[config.mk]
export PLATFORM = sky130hd
export DESIGN_NAME = simple_logic_flat
export DESIGN_NICKNAME = d
export VERILOG_FILES = /design/src/rtl/simple_logic_if.sv /design/src/rtl/simple_logic.sv /design/src/flat_wrapper.sv
export SDC_FILE = /design/constraint.sdc
export NUM_CORES = 1
export LEC_CHECK = 0
export CAP_MARGIN = 20
export CORE_UTILIZATION = 52
export DETAILED_ROUTE_END_ITERATION = 16
export HOLD_SLACK_MARGIN = 0.05
export PLACE_DENSITY = 0.86
export SLEW_MARGIN = 0
export SYNTH_ARGS = -nofsm -noshare
export SYNTH_HDL_FRONTEND = slang
export SYNTH_SLANG_ARGS = --single-unit
[constraint.sdc]
create_clock -name clk -period 3.05 [get_ports clk]
set_clock_uncertainty 0.1 [all_clocks]
set_input_delay 0.61 -clock clk [delete_from_list [all_inputs] [get_ports clk]]
set_output_delay 0.61 -clock clk [all_outputs]
set_load 0.01 [all_outputs]
[src/rtl/simple_logic_if.sv]
// Operand/result bundle for simple_logic; the master drives operands, the slave returns results.
// Carries the par signal only when SIMPLE_LOGIC_PARITY_EN is defined.
interface simple_logic_if #(
  parameter int WIDTH = 1,
  parameter int CNT_W = 16
);

  logic             en;
  logic [WIDTH-1:0] a;
  logic [WIDTH-1:0] b;
  logic [WIDTH-1:0] o1;
  logic [WIDTH-1:0] o2;
  logic [WIDTH-1:0] o3;
  logic             vld;
  logic [CNT_W-1:0] chg_cnt;

`ifdef SIMPLE_LOGIC_PARITY_EN
  logic             par;

  modport master (
    output en, a, b,
    input  o1, o2, o3, vld, chg_cnt, par
  );

  modport slave (
    input  en, a, b,
    output o1, o2, o3, vld, chg_cnt, par
  );
`else
  modport master (
    output en, a, b,
    input  o1, o2, o3, vld, chg_cnt
  );

  modport slave (
    input  en, a, b,
    output o1, o2, o3, vld, chg_cnt
  );
`endif

endinterface

[src/rtl/simple_logic.sv]
// Registered bitwise AND/OR/XOR unit with a valid strobe and a saturating operand-change counter.
// Optional registered parity of the XOR result is enabled by defining SIMPLE_LOGIC_PARITY_EN.
module simple_logic #(
  parameter int WIDTH = 1,
  parameter int CNT_W = 16
) (
  input logic           clk,
  input logic           rst_n,
  simple_logic_if.slave bus
);

  localparam logic [CNT_W-1:0] CntMax = {CNT_W{1'b1}};
  localparam logic [CNT_W-1:0] CntOne = {{(CNT_W-1){1'b0}}, 1'b1};

  logic [WIDTH-1:0]   o1_q, o1_d;
  logic [WIDTH-1:0]   o2_q, o2_d;
  logic [WIDTH-1:0]   o3_q, o3_d;
  logic               vld_q, vld_d;
  logic [CNT_W-1:0]   cnt_q, cnt_d;
  logic [2*WIDTH-1:0] prev_q, prev_d;
  logic [2*WIDTH-1:0] cur;

  assign cur = {bus.a, bus.b};

  // Operands are only looked at when en is high, so X on a/b while idle cannot leak in.
  always_comb begin
    o1_d   = o1_q;
    o2_d   = o2_q;
    o3_d   = o3_q;
    vld_d  = 1'b0;
    cnt_d  = cnt_q;
    prev_d = prev_q;
    if (bus.en) begin
      o1_d   = bus.a & bus.b;
      o2_d   = bus.a | bus.b;
      o3_d   = bus.a ^ bus.b;
      vld_d  = 1'b1;
      prev_d = cur;
      if ((cur != prev_q) && (cnt_q != CntMax)) begin
        cnt_d = cnt_q + CntOne;
      end
    end
  end

  always_ff @(posedge clk or negedge rst_n) begin
    if (!rst_n) begin
      o1_q   <= '0;
      o2_q   <= '0;
      o3_q   <= '0;
      vld_q  <= 1'b0;
      cnt_q  <= '0;
      prev_q <= '0;
    end else begin
      o1_q   <= o1_d;
      o2_q   <= o2_d;
      o3_q   <= o3_d;
      vld_q  <= vld_d;
      cnt_q  <= cnt_d;
      prev_q <= prev_d;
    end
  end

  assign bus.o1      = o1_q;
  assign bus.o2      = o2_q;
  assign bus.o3      = o3_q;
  assign bus.vld     = vld_q;
  assign bus.chg_cnt = cnt_q;

`ifdef SIMPLE_LOGIC_PARITY_EN
  logic par_q, par_d;

  // Parity tracks o3 exactly: same load condition, same hold, same reset.
  always_comb begin
    par_d = par_q;
    if (bus.en) begin
      par_d = ^(bus.a ^ bus.b);
    end
  end

  always_ff @(posedge clk or negedge rst_n) begin
    if (!rst_n) begin
      par_q <= 1'b0;
    end else begin
      par_q <= par_d;
    end
  end

  assign bus.par = par_q;
`endif

endmodule

[src/flat_wrapper.sv]
// flat-port wrapper written by rule: the top's interface ports become plain ports
module simple_logic_flat 
#(
  parameter int WIDTH = 1,
  parameter int CNT_W = 16
)
  (clk, rst_n, bus_en, bus_a, bus_b, bus_o1, bus_o2, bus_o3, bus_vld, bus_chg_cnt);
  simple_logic_if #(.WIDTH(WIDTH), .CNT_W(CNT_W)) bus_i ();
  input logic clk;
  input logic rst_n;
  input wire logic [$bits(bus_i.en)-1:0] bus_en;
  input wire logic [$bits(bus_i.a)-1:0] bus_a;
  input wire logic [$bits(bus_i.b)-1:0] bus_b;
  output wire logic [$bits(bus_i.o1)-1:0] bus_o1;
  output wire logic [$bits(bus_i.o2)-1:0] bus_o2;
  output wire logic [$bits(bus_i.o3)-1:0] bus_o3;
  output wire logic [$bits(bus_i.vld)-1:0] bus_vld;
  output wire logic [$bits(bus_i.chg_cnt)-1:0] bus_chg_cnt;
  assign bus_i.en = bus_en;
  assign bus_i.a = bus_a;
  assign bus_i.b = bus_b;
  assign bus_o1 = bus_i.o1;
  assign bus_o2 = bus_i.o2;
  assign bus_o3 = bus_i.o3;
  assign bus_vld = bus_i.vld;
  assign bus_chg_cnt = bus_i.chg_cnt;
  simple_logic #(.WIDTH(WIDTH), .CNT_W(CNT_W)) u_core (.clk(clk), .rst_n(rst_n), .bus(bus_i));
endmodule
After elaboration in Yosys (flattened, before gate mapping)
Index checks and enable logic that the tools add are counted.
{"block": "word_totals", "word_cells": 15, "ff_bits": 22, "output_inout_bits": 20}
{"block": "classes", "bitwise": 3, "reduce_logical": 2, "n_eq_ne": 2, "add_sub_neg": 1, "n_mux": 1}
{"op": "$add A16 B1 Y16 const B", "count": 1}
{"op": "$ne A16 B16 Y1 const B", "count": 1}
{"op": "$ne A2 B2 Y1", "count": 1}
{"op": "$reduce_and A2 Y1", "count": 1}
{"op": "$and A1 B1 Y1", "count": 1}
{"op": "$logic_and A1 B1 Y1", "count": 1}
{"op": "$mux W1", "count": 1}
{"op": "$or A1 B1 Y1", "count": 1}
{"op": "$xor A1 B1 Y1", "count": 1}

Longest topological paths before layout
{"block": "depth", "ltp_word": 3, "depth_mapped": 6}

Least setup slack after synthesis
OpenSTA, ideal clock, no wires.
{"block": "synth_timing", "path_kind": "input -> register", "start": "in bus_a", "end": "reg u_core.cnt_q[1] (netlist: u_core.bus.chg_cnt[1])", "required_ps": 2822, "slack_ps": 1351, "t_arrival_ps": 1472, "stages": 4, "cell_sequence": "xor2_1 > o21ai_1 > nor2_2 > mux2_1"}
{"block": "synth_between", "elab_chain_len": 3}
{"item": "start: declaration", "line": "flat_wrapper.sv:12", "source": "input wire logic [$bits(bus_i.a)-1:0] bus_a;"}
{"item": "$ne A2 B2 Y1", "line": "simple_logic.sv:39", "source": "if ((cur != prev_q) && (cnt_q != CntMax)) begin"}
{"item": "$logic_and A1 B1 Y1", "line": "simple_logic.sv:39"}
{"item": "$reduce_and A2 Y1 (no source line)"}
{"item": "end signal: assignment", "line": "simple_logic.sv:58", "source": "cnt_q <= cnt_d;"}
{"item": "end: declaration", "line": "simple_logic.sv:19", "source": "logic [CNT_W-1:0] cnt_q, cnt_d;"}
No other way between the ends.
A chain may end at the register's enable or synchronous reset.

Worst setup path after layout
{"block": "layout_timing", "start": "reg u_core.cnt_q[7] (netlist: u_core.bus.chg_cnt[7])", "end": "out bus_chg_cnt[7]"}
{"item": "end: declaration", "line": "flat_wrapper.sv:18", "source": "output wire logic [$bits(bus_i.chg_cnt)-1:0] bus_chg_cnt;"}
No word-level cell between the ends.

==> flow_summary_export.csv <==
group,metric,value,unit
global_routing,grt_pass1_wl,3240,microns
global_routing,antenna_found_initial,0,
layout,fillers,169,
timing,setup_viol,0,
timing,finalWorstSetupSlack,0.953,ns
routing,wl,1920,microns
yosys,async_flop_share,100,%
global_routing,grt_pass1_vias,738,
power,power_density,596,nW/um^2
hold_path,min_path_type,"reg -> reg",
timing,fin_setup_tns,0,ns
clocking,ctsRootBufferMaster,"clkbuf_4",
power,power_switching,265,uW
timing,min_period,2.10,ns
routing,met2WireLength,916,microns
global_routing,grt_max_degree,23,
routing,wl_met1,876,microns
power,sw_frac_of_total,32.8,%
power,clockPowerShare,16.1,%
yosys,syn-cell-area,1070,sq um
routing,antenna_left,0,
worst_setup_path,critPathKind,"reg -> out",
routing,vias,775,
die,num_io_pins,25,
timing,final.period_utilization,68.7,%
power,p_leak,0.643,nW
layout,layout_commonest_cell,"clkdlybuf4s50_1",
power,intPower,544,uW
global_routing,grt.total_usage,21.6,%
yosys,synth_flop_cell,"dfrtp_1",
routing,drc,0,
run,cap_violations,0,
hold_path,hold_end,"u_core.bus.chg_cnt[15]",
layout,final_cell_mix,"clkdlybuf4s50_1, dfrtp_1, xor2_1, nor3_1, nand3_1",
die,die-area,2240,sq um
clocking,path_clk_slew,0.11,ns
power,p_total,810,uW
worst_setup_path,critPathBufInv,1,
layout,area_growth_syn_to_layout,26.9,%
die,die_y,47.4,microns
worst_setup_path,critPathArrivalTime,1.39,ns
worst_setup_path,cp_slowest_cell,"clkdlybuf4s50_1",
timing,rsz0062_at_grt,"false",
yosys,synth-edff-count,0,
place,port_buffers,24,
place,hpwlAfterDp,1400,microns
worst_setup_path,cp-start-kind,"flop",
clocking,post-cts-setup-buffers,0,
status,status,"finished, final reports clean",
die,die_w,47.4,microns
layout,stdcell_area,1360,sq um
yosys,ys_warn_count,0,
place,post-place-ws,0.642,ns
layout,regArea,551,sq um
worst_setup_path,r2r_start,"u_core.bus.chg_cnt[7]",
routing,via_per_inst,5.46,
clocking,cts_inserted_buffers,3,
worst_setup_path,critPathMaxFanout,7,
place,gp_congestion,0.792,
worst_setup_path,r2r_cells,4,
hold_path,holdPathStages,1,
layout,final_layout_size_suffix_gt1_share,11.3,%
worst_setup_path,crit_path_max_incr_delay,0.59,ns
clocking,cts-hold-fix-buffers,0,
clocking,clkLatencyLatePin,0.31,ns
timing,fmax,477,MHz
place,place_inst,139,
worst_setup_path,crit_required,2.34,ns
timing,drv_slew,0,
place,place_area,1340,sq um
timing,hold-worst-slack,0.412,ns
die,row_count,16,
yosys,syn_inst,89,
layout,n_antenna_cell,0,
worst_setup_path,cp_cell_sequence,"clkdlybuf4s50_1",
timing,relSlewSlack,48.4,%
clocking,clock_path_buffers,2,
layout,fin_util,69.9,%
die,core,1940,sq um
routing,post_drt_wl_per_cell,13.5,microns
yosys,ys_ff_latch,22,
layout,final-instance-count-excl-fill,142,
routing,first_pass_iters,3,
yosys,ys_types,28,
routing,initialDrtViolationCount,2,
clocking,cts_resized,0,
power,comb_power_share,31.4,%
worst_setup_path,end_kind,"output pin",
yosys,synth_fp_nets,97,
global_routing,overflow,0,
worst_setup_path,regToRegEndpoint,"u_core.bus.chg_cnt[1]",
routing,wl_met3,83,microns
hold_path,hold_path_startpoint,"u_core.bus.chg_cnt[15]",
clocking,htree_levels,1,
yosys,ys_seq_area_share,51.5,%
clocking,cts_tree,"yes",
layout,fin_nets,125,
worst_setup_path,crit_family,"buffers and inverters",
die,initial_core_util,55.1,%
clocking,clock_sinks,22,
power,pwr-share-seq,52.5,%
layout,multiInputGateArea,488,sq um
worst_setup_path,reg2reg_slack,1.00,ns
yosys,syn_avg_cell_area,12.0,sq um
power,vdd_ir_drop_max,0.516,mV
timing,hold_viol,0,
timing,tightest_slew,0.768,ns
routing,highest_layer,"met4",
-- state kept, by name, indices dropped and copies added (netlist names) --
register / flops
u_core.bus.chg_cnt: 16
u_core.bus.o1: 1
u_core.bus.o2: 1
u_core.bus.o3: 1
u_core.bus.vld: 1
u_core.prev_q: 2
-- cells by family (layout without fill, tap and decap cells) --
group	count (synthesis)	in the layout	synth area share (%)
adder cells (fa/ha/maj)	3	3	3.51
buffers and inverters	6	32	2.92
flip-flops	22	22	51.5
AND/OR/NAND/NOR	32	32	20.0
multiplexers	6	6	6.20
AO/OA/AOI/OAI	3	3	1.99
XOR/XNOR	17	17	13.9
-- power groups by stage --
| stage | Combinational, mW | Sequential (mW) | Clock (mW) |
|---|---|---|---|
| 3_3_place_gp | 0.247 | 0.423 | 0 |
| 6_report | 0.254 | 0.425 | 0.130 |
| 2_1_floorplan | 0.0904 | 0.440 | 0 |
| 4_1_cts | 0.257 | 0.424 | 0.135 |
| 5_1_grt | 0.280 | 0.435 | 0.145 |
| 3_5_place_dp | 0.255 | 0.430 | 0 |
-- cells in the mapped netlist (all sizes together) (2+ instances only) --
library cell	count	area share, %
nand2	3	1.1
nor4	3	3.2
nand3	5	2.3
buf	2	1.5
inv	4	1.4
ha	3	3.5
nor2	2	0.94
nand4	4	2.9
mux2	5	5.3
nor3b	3	2.1
and4	2	1.8
dfrtp	22	51
nor3	7	3.7
xor2	16	13
and3	2	1.2
-- layout make-up --
class | instances | area share (%)
Sequential cell | 22 | 40.6
Tap cell | 27 | 2.49
Timing Repair Buffer | 25 | 18.2
Clock buffer | 3 | 1.66
Inverter | 4 | 1.11
Multi-Input combinational cell | 61 | 35.9
-- how the worst max path moves through the flow --
stage / endpoint / slack [ns] / start / depth (start not counted)
after global placement: u_core.bus.chg_cnt[1] / 0.72 / bus_b / 5
final: bus_chg_cnt[7] / 0.95 / u_core.bus.chg_cnt[7] / 1
after global routing: u_core.bus.chg_cnt[4] / 0.80 / bus_b / 5
after floorplan: u_core.bus.chg_cnt[1] / 1.35 / bus_a / 4
after CTS: bus_chg_cnt[7] / 0.95 / u_core.bus.chg_cnt[7] / 1
after detailed placement: u_core.bus.chg_cnt[4] / 0.64 / bus_b / 5
-- per-layer routing --
metal	vias to the layer above	global-route usage (%)
li1	371	-
met1	378	28.5
met2	21	33.2
met3	5	4.62
met4	0	11.4
met5	-	0
-- worst register-to-register path, delay by kind of cell (launching register included) --
| family | cells | cell delay (ns) |
|---|---|---|
| muxes | 1 | 0.33 |
| and+or+nand+nor | 3 | 1.02 |
| DFF | 1 | 0.49 |
(Power assumes the default switching activity.)
